`src/rtl/timer_pkg.sv`:
```
// Shared types and register map for the programmable interval timer.
// Holds the FSM state encoding, register addresses and CTRL/STATUS bit positions.
package timer_pkg;

   typedef enum logic [1:0] {
      IDLE = 2'd0,
      LOAD = 2'd1,
      RUN  = 2'd2
   } state_t;

   localparam logic [2:0] ADDR_CTRL   = 3'd0;
   localparam logic [2:0] ADDR_RELOAD = 3'd1;
   localparam logic [2:0] ADDR_COUNT  = 3'd2;
   localparam logic [2:0] ADDR_STATUS = 3'd3;
   localparam logic [2:0] ADDR_CMP    = 3'd4;

   localparam int CTRL_EN      = 0;
   localparam int CTRL_MODE    = 1;
   localparam int CTRL_IE      = 2;
   localparam int CTRL_DIV_LSB = 4;
   localparam int CTRL_DIV_MSB = 8;

   localparam int STAT_EXPIRED = 0;
   localparam int STAT_RUNNING = 1;

endpackage

```
`src/rtl/timer_ctrl_tick_gen.sv`:
```
// Power-of-two prescaler: 32-bit free-running counter, tick when the low DIV bits are all ones.
// clear has priority over en so a reload always restarts the prescale phase.
module tick_gen #(
   parameter int DIV_W = 5
) (
   input  logic             clk,
   input  logic             rst,
   input  logic             clear,
   input  logic             en,
   input  logic [DIV_W-1:0] div,
   output logic             tick
);

   logic [31:0] pre;
   logic [31:0] mask;

   assign mask = (32'd1 << div) - 32'd1;

   always_ff @(posedge clk or posedge rst) begin
      if (rst)
         pre <= '0;
      else if (clear)
         pre <= '0;
      else if (en)
         pre <= pre + 32'd1;
   end

   assign tick = en && ((pre & mask) == mask);

endmodule

```
`src/rtl/timer_ctrl.sv`:
```
// Interval timer with bus register file, one-shot/periodic down-counter and sticky expiry irq.
// Optional PWM compare output and CMP register are built when TIMER_PWM_EN is defined.
//
//   state | meaning
//   IDLE  | stopped, COUNT and prescaler frozen
//   LOAD  | one cycle: COUNT <= RELOAD, prescaler cleared
//   RUN   | counting down on each prescaler tick
module timer_ctrl
   import timer_pkg::*;
#(
   parameter int WIDTH = 16,
   parameter int DIV_W = 5
) (
   input  logic             clk,
   input  logic             rst,
   input  logic             cs,
   input  logic             we,
   input  logic [2:0]       addr,
   input  logic [WIDTH-1:0] wdata,
   output logic [WIDTH-1:0] rdata,
   output logic             irq,
   input  logic             irq_ack
`ifdef TIMER_PWM_EN
   ,
   output logic             pwm_out
`endif
);

   localparam logic [WIDTH-1:0] CNT_ONE = {{(WIDTH-1){1'b0}}, 1'b1};

   state_t           state, state_nxt;
   logic             ctrl_en, ctrl_mode, ctrl_ie;
   logic [DIV_W-1:0] ctrl_div;
   logic [WIDTH-1:0] reload, count;
   logic             expired;
   logic             tick, run_st;
   logic             ctrl_wr, reload_wr, stat_wr;
   logic             pre_clr, load_cnt, dec_cnt, set_exp, clr_en;
   logic [WIDTH-1:0] rd_data;

   assign ctrl_wr   = cs && we && (addr == ADDR_CTRL);
   assign reload_wr = cs && we && (addr == ADDR_RELOAD);
   assign stat_wr   = cs && we && (addr == ADDR_STATUS);
   assign run_st    = (state == RUN);

   tick_gen #(.DIV_W(DIV_W)) u_tick (
      .clk   (clk),
      .rst   (rst),
      .clear (pre_clr),
      .en    (run_st),
      .div   (ctrl_div),
      .tick  (tick)
   );

   always_ff @(posedge clk or posedge rst) begin
      if (rst)
         state <= IDLE;
      else
         state <= state_nxt;
   end

   always_comb begin
      state_nxt = state;
      pre_clr   = 1'b0;
      load_cnt  = 1'b0;
      dec_cnt   = 1'b0;
      set_exp   = 1'b0;
      clr_en    = 1'b0;
      case (state)
         IDLE: begin
            if (ctrl_wr && wdata[CTRL_EN])
               state_nxt = LOAD;
         end
         LOAD: begin
            pre_clr  = 1'b1;
            load_cnt = 1'b1;
            state_nxt = (ctrl_wr && !wdata[CTRL_EN]) ? IDLE : RUN;
         end
         RUN: begin
            // a stop request wins over a coincident tick so COUNT freezes where it was
            if (ctrl_wr && !wdata[CTRL_EN]) begin
               state_nxt = IDLE;
            end else if (tick) begin
               if (count != '0) begin
                  dec_cnt = 1'b1;
               end else begin
                  set_exp = 1'b1;
                  if (ctrl_mode) begin
                     load_cnt = 1'b1;
                  end else begin
                     clr_en    = 1'b1;
                     state_nxt = IDLE;
                  end
               end
            end
         end
         default: state_nxt = IDLE;
      endcase
   end

   always_ff @(posedge clk or posedge rst) begin
      if (rst) begin
         ctrl_en   <= 1'b0;
         ctrl_mode <= 1'b0;
         ctrl_ie   <= 1'b0;
         ctrl_div  <= '0;
         reload    <= '0;
         count     <= '0;
         expired   <= 1'b0;
      end else begin
         if (ctrl_wr) begin
            ctrl_en   <= wdata[CTRL_EN];
            ctrl_mode <= wdata[CTRL_MODE];
            ctrl_ie   <= wdata[CTRL_IE];
            ctrl_div  <= wdata[CTRL_DIV_LSB +: DIV_W];
         end
         if (clr_en)
            ctrl_en <= 1'b0;
         if (reload_wr)
            reload <= wdata;
         if (load_cnt)
            count <= reload;
         else if (dec_cnt)
            count <= count - CNT_ONE;
         if (set_exp)
            expired <= 1'b1;
         else if (irq_ack || (stat_wr && wdata[STAT_EXPIRED]))
            expired <= 1'b0;
      end
   end

`ifdef TIMER_PWM_EN
   logic [WIDTH-1:0] cmp;

   always_ff @(posedge clk or posedge rst) begin
      if (rst) begin
         cmp     <= '0;
         pwm_out <= 1'b0;
      end else begin
         if (cs && we && (addr == ADDR_CMP))
            cmp <= wdata;
         pwm_out <= run_st && (count < cmp);
      end
   end
`endif

   always_comb begin
      rd_data = '0;
      case (addr)
         ADDR_CTRL: begin
            rd_data[CTRL_EN]                  = ctrl_en;
            rd_data[CTRL_MODE]                = ctrl_mode;
            rd_data[CTRL_IE]                  = ctrl_ie;
            rd_data[CTRL_DIV_LSB +: DIV_W]    = ctrl_div;
         end
         ADDR_RELOAD: rd_data = reload;
         ADDR_COUNT:  rd_data = count;
         ADDR_STATUS: begin
            rd_data[STAT_EXPIRED] = expired;
            rd_data[STAT_RUNNING] = (state != IDLE);
         end
`ifdef TIMER_PWM_EN
         ADDR_CMP:    rd_data = cmp;
`endif
         default:     rd_data = '0;
      endcase
   end

   always_ff @(posedge clk or posedge rst) begin
      if (rst)
         rdata <= '0;
      else if (cs && !we)
         rdata <= rd_data;
   end

   assign irq = ctrl_ie && expired;

endmodule

```
`config.mk`:
```
export PLATFORM = sky130hd
export DESIGN_NAME = timer_ctrl
export DESIGN_NICKNAME = d
export VERILOG_FILES = /design/src/rtl/timer_pkg.sv /design/src/rtl/timer_ctrl_tick_gen.sv /design/src/rtl/timer_ctrl.sv
export SDC_FILE = /design/constraint.sdc
export NUM_CORES = 1
export LEC_CHECK = 0
export CORE_MARGIN = 3
export CORE_UTILIZATION = 59
export DETAILED_ROUTE_END_ITERATION = 8
export PLACE_DENSITY = 0.92
export SLEW_MARGIN = 30
export SYNTH_ARGS = -nofsm -noshare
export SYNTH_HDL_FRONTEND = slang
export SYNTH_SLANG_ARGS = --single-unit
```
`constraint.sdc`:
```
create_clock -name clk -period 4.4 [get_ports clk]
set_clock_uncertainty 0.05 [all_clocks]
set_input_delay 0.66 -clock clk [delete_from_list [all_inputs] [get_ports clk]]
set_output_delay 0.66 -clock clk [all_outputs]
set_load 0.05 [all_outputs]
```
### Yosys cells after proc, flatten, opt, wreduce, memory -nomap -nowiden

Index checks and enable logic that the tools add are counted.

| operators by class | value |
|---|---|
| $add $sub $neg | 3 |
| equal/unequal tests | 10 |
| shifts and indexed selects | 1 |
| muxes and demuxes | 39 |
| bitwise gates (word level) | 1 |
| reduce and logical (&&, ||, !) cells | 22 |

Operators by type and width:

| operator | count |
|---|---|
| two-way mux 32 bit | 2 |
| adder 32 x 1 -> 32 bit, second input constant | 1 |
| bitwise AND 32 bit | 1 |
| == test 32 bit | 1 |
| two-way mux 16 bit | 2 |
| << shifter 1 x 5 -> 32 bit, first input constant | 1 |
| subtractor 32 x 1 -> 32 bit, second input constant | 1 |
| two-way mux 1 bit | 22 |
| nonzero test 16 bit | 1 |
| subtractor 16 x 1 -> 16 bit, second input constant | 1 |
| case mux 5 bit (3 select lines) | 1 |
| case mux 7 bit (2 select lines) | 1 |
| two-way mux 2 bit | 6 |
| logical AND 1 bit | 10 |
| nonzero test 2 bit | 5 |
| inequality test 3 bit, second input constant | 3 |
| case mux 2 bit (4 select lines) | 1 |
| == test 3 x 2 -> 1 bit, second input constant | 2 |
| case mux 2 bit (3 select lines) | 1 |
| case mux 1 bit (2 select lines) | 2 |
| AND reduction 4 bit | 1 |
| == test 3 x 1 -> 1 bit, second input constant | 1 |
| zero test 3 bit | 1 |
| case mux 1 bit (3 select lines) | 1 |
| 6 further kinds | 7 |

| storage, ports and cells | value |
|---|---|
| register bits | 91 |
| input port bits | 24 |
| output and inout port bits | 17 |
| logic and storage cells | 86 |

### Depth between registers and ports, before layout

| depth | value |
|---|---|
| depth in word-level cells | 10 |
| mapped depth | 16 |
| mapped depth without buffers | 11 |

### Modules after synthesis

A second synthesis with hierarchy kept.

| unflattened totals | value |
|---|---|
| cell total of the unflattened synthesis | 575 |
| area total of the unflattened synthesis | 5342.6 µm² |

Modules (own cells, without submodules):

| module | times used | cells an instance | area each (µm²) | sequential area each (µm²) |
|---|---|---|---|---|
| timer_ctrl | 1 | 302 | 3110.5 | 1476.4 |
| tick_gen | 1 | 273 | 2232.1 | 775.7 |

### Worst setup path before layout

OpenSTA, ideal clock, no wires.

| timing | value |
|---|---|
| kind | flip-flop to flip-flop |
| start point | register ctrl_div[1] |
| end point | register count[8] |
| data arrival time | 3194 ps |
| slack | 1028 ps |
| stages on the path, launching flop included | 16 |
| cells stage by stage | dfrtp_1 -> buf_4 -> buf_6 -> nor2_1 -> nand2_1 -> ha_1 -> buf_2 -> or4b_2 -> nor3_1 -> or3_1 -> nor4_2 -> o2111ai_2 -> buf_2 -> nor3_1 -> xor2_1 -> mux2_1 |

| between the ends | value |
|---|---|
| cells in the longest elaborated chain, start to end | 9 |
| elaborated cells between the ends (all ways) | 13 |

Ends and longest elaborated chain:

| item | line | source |
|---|---|---|
| start: declaration | timer_ctrl.sv:33 | `logic [DIV_W-1:0] ctrl_div;` |
| start signal: assignment | timer_ctrl.sv:115 | `ctrl_div <= wdata[CTRL_DIV_LSB +: DIV_W];` |
| << shifter 1 x 5 -> 32 bit (*) | timer_ctrl_tick_gen.sv:17 | `assign mask = (32'd1 << div) - 32'd1;` |
| subtractor 32 x 1 -> 32 bit (*) | timer_ctrl_tick_gen.sv:17 |  |
| bitwise AND 32 bit | timer_ctrl_tick_gen.sv:28 | `assign tick = en && ((pre & mask) == mask);` |
| == test 32 bit (*) | timer_ctrl_tick_gen.sv:28 |  |
| logical AND 1 bit (*) | timer_ctrl_tick_gen.sv:28 |  |
| two-way mux 1 bit | timer_ctrl.sv:83 | `end else if (tick) begin` |
| two-way mux 1 bit | timer_ctrl.sv:81 | `if (ctrl_wr && !wdata[CTRL_EN]) begin` |
| case mux 1 bit (2 select lines) or two-way mux 1 bit (tied branches) | timer_ctrl.sv:69 | `case (state)` |
| two-way mux 16 bit or nonzero test 2 bit (tied branches) | n/a |  |
| end signal: assignment | timer_ctrl.sv:122 | `count <= reload;` |
| end signal: assignment | timer_ctrl.sv:124 | `count <= count - CNT_ONE;` |
| end: declaration | timer_ctrl.sv:34 | `logic [WIDTH-1:0] reload, count;` |

Mark *: on every way between the ends. The rest lies on a longest branch, timed or not.
A chain may end at the register's enable or synchronous reset.

### Worst setup path after layout

| timing | value |
|---|---|
| start point | register ctrl_div[2] |
| end point | register count[8] |

The elaborated chain is that of the path after synthesis.

==> results by group <==
Setup path
  – Critical Path RT: 4600 ps
  – Worst R2R Path Depth: 11
  – CP Cell Sequence: nor3_4, nand3_1, ha_1, buf_4, or4b_2, nor4_1, nor3_1, nand4_1, nor4_4, a21oi_2, mux2_1
  – Flop-to-flop setup slack: 450 ps
  – Startpoint type of the worst setup path: flop
  – Crit path largest cell delay: between 600 and 700 ps
  – Reg-to-reg startpoint: ctrl_div[2]
  – Family with the most delay on the worst path: simple AND/OR/NAND/NOR gates
  – Crit-path max FO: 16
  – Crit. End Element: flop
  – Reg2reg end: count[8]
  – Critical path class: flop to flop
  – Worst Path Arrival: about 4200 ps
  – Buf/Inv on CP: 1
  – Critical-path top delay cell: a21oi_2

Run
  – Max cap viols: 0

Global routing
  – First-pass GRT wire length: 23.89 mm
  – Initial antenna violation count: 0
  – Largest net degree at the start of global routing: between 60 and 70
  – Vias in the first global route: 4,497
  – Overall fraction of global-route tracks in use: 29.53%
  – Grt ovf: 0

CTS
  – Hold_buf cts: 0
  – Clock sinks: 90
  – H-tree Lvls: 3
  – CTS tree: done
  – Clk_lat worst skew: 370 ps
  – Cts bufs inserted: 9
  – Max clock buf depth: 2
  – Cells resized by post-CTS repair: 0
  – Setup bufs post-CTS: 0
  – Clk pin slew, worst setup/hold paths: 110 ps
  – Root buffer cell: clkbuf_8

Yosys
  – Mean Syn Cell Area: 9.255 um^2
  – Cells after Synth: 592
  – #FFs+latches synth: 90
  – Netlist cell types: 69
  – Share of flip-flops with an asynchronous set or reset: 100.0%
  – Yosys warning count: 0
  – Commonest register cell after synthesis: dfrtp_1
  – Post-synth EDFFs: 0
  – Seq/Total Area, Yosys: between 40% and 50%
  – Synth area leader: dfrtp_1
  – Share of the synthesized area in the top cell type: 41.11%
  – Top post-synthesis cells by area: dfrtp_1 41%, nand2_1 4.0%, mux2_2 3.9%, o21ai_0 3.4%, xor2_1 3.2%
  – Synth Net Count: 622
  – Cell Area, Synth: 5479 um^2

Power
  – Power per cell area: around 460 nW/um^2
  – Max VDD drop: between 200 and 300 uV
  – Pleak: ~2.6 nW
  – Pwr Total: 0.002843 W

Run status
  – Outcome: complete, no violations

Routing
  – Antenna viol nets, final: 0
  – Routed WL: 15.03 mm
  – Via count: 4,821
  – DRC: 0
  – DR WL/cell: 20.47 um
  – Initial DRC count: 561
  – Pre-antenna DRT Iters: 5
  – Vias per cell: about 6.6

Cells and area
  – Register Area: between 2000 and 2500 um^2
  – Ant diodes: 0
  – Final instance area: roughly 6000 um^2
  – Area delta synth->final: 11.74%
  – NumNets Final: 651
  – Fill cell count: 690
  – Most common cell after layout, fill and taps aside: dfrtp_1
  – Layout cell share with drive strength beyond 1: 10.54%
  – Area of the multi-input gates: 2970 um^2
  – Most frequent cells in the layout: 90 x dfrtp_1, 58 x nand2_1, 45 x nor2_1

Floorplanning
  – Initial core utilization: 61.62%
  – Die Y: 102.4 um
  – Core area: 8891 um^2
  – Die width: 102.4 um
  – FP Rows: 34
  – Io pins: 41
  – Full die area: 10,480 um^2

Min path
  – WHS Endpoint: rdata[12]
  – Hold Path Depth: 2
  – HP Class: flop to flop
  – Hold path start: rdata[12]

Placed design
  – DP Area: between 5000 and 6000 um^2
  – Port Buffers: 40
  – HPWL Detailed: about 11 mm
  – Routability cong.: around 1

STA
  – Fin. max-slew vios: 0
  – Crit path time final: 3954 ps
  – Unrepaired setup endpoints after global routing: no
  – Final setup viols: 0
  – Worst-Margin Slew: approximately 800 ps
  – Setup_tns: 0 ps
  – Tcrit/Tclk final: roughly nine tenths
  – Peak Freq: about 250 MHz
  – Endpoints failing hold: 0
  – Rel. slew slack: 47.01%
==> per-layer routing <==
layer / up-vias / track usage (%) / part of all wire [%]
li1: 2211 / - / -
met1: 2334 / 44.16 / 44
met4: 0 / 7.770 / 1.9
met5: - / 0 / 0
met2: 247 / 43.53 / 45
met3: 29 / 6.416 / 9.3
==> power breakdown <==
| group | total [W] | internal, W | switching (W) |
|---|---|---|---|
| combinational | 0.00110 | 0.000435 | 0.000668 |
| sequential | 0.00118 | 0.000983 | 0.000193 |
| clock | 0.000563 | 0.000220 | 0.000343 |
| total | 0.00284 | 0.00164 | 0.00120 |
==> logic make-up after synthesis <==
kind of cell / count (synthesis) / synth area share, %
AO/OA/AOI/OAI: 134 / 16.26
XOR/XNOR: 35 / 5.595
adder cells (fa/ha/maj): 6 / 1.370
buffers and inverters: 54 / 4.818
flip-flops: 90 / 41.11
multiplexers: 34 / 7.239
AND/OR/NAND/NOR: 239 / 23.61
==> cells in the mapped netlist (4+ instances only) <==
library cell and instances:
a31oi_1 4, xnor2_1 15, a22oi_1 8, buf_6 4
nor2b_1 9, and3_1 15, clkbuf_1 12, dfrtp_1 90
nand2_1 58, o21bai_1 5, buf_2 9, mux2i_1 7
nand3_1 16, xor2_1 20, and2_1 8, buf_4 5
or3_1 5, inv_1 20, o41ai_1 5, nor2_1 45
o211ai_1 5, nand4_1 11, ha_1 6, o22ai_1 5
nor3b_1 5, a21oi_1 28, nor3_1 26, o21ai_0 37
mux2_2 19, a22o_1 9, mux2_1 6, nand2b_1 5
nor4_1 8
==> state kept, by name (all words and copies together), names as in the netlist <==
signal      cells
expired         1
ctrl_div        5
ctrl_mode       1
rdata          16
ctrl_ie         1
state           2
ctrl_en         1
reload         16
u_tick.pre     31
count          16
==> stage by stage <==
stage	worst slack (ps)	util [%]	hold slack, ps	std cells
2_1_floorplan	1028	-	421.2	592
3_3_place_gp	608.0	66.62	412.7	718
3_5_place_dp	495.2	66.62	422.9	718
4_1_cts	469.5	68.84	444.0	734
5_1_grt	192.4	68.86	471.3	734
6_report	445.9	68.86	440.6	734
==> worst register-to-register path: stages (launching register included) <==
cell and delay [ps]:
dfrtp_1 430, nor3_4 250, nand3_1 100, ha_1 340, buf_4 260, or4b_2 640
nor4_1 280, nor3_1 110, nand4_1 210, nor4_4 90, a21oi_2 670, mux2_1 410
==> area by class of cell <==
class                      count  share of cell area (%)
inverter                      20                   1.247
sequential                    90                   36.79
clock inverter                 7                   1.206
tap                          108                   2.207
multi-input combinational    448                   48.52
timing repair buffer          52                   8.011
clock buffer                   9                   2.023
==> worst max path at each step <==
stage / depth (start not counted) / from / endpoint / slack, ps
2_1_floorplan: 15 / ctrl_div[1] / count[8] / 1030
3_3_place_gp: 11 / ctrl_div[2] / count[8] / 610
3_5_place_dp: 11 / ctrl_div[2] / count[8] / 500
4_1_cts: 11 / ctrl_div[2] / count[8] / 470
5_1_grt: 12 / ctrl_div[2] / count[6] / 190
6_report: 11 / ctrl_div[2] / count[8] / 450
No activity file was read; power rests on OpenSTA's default activity.
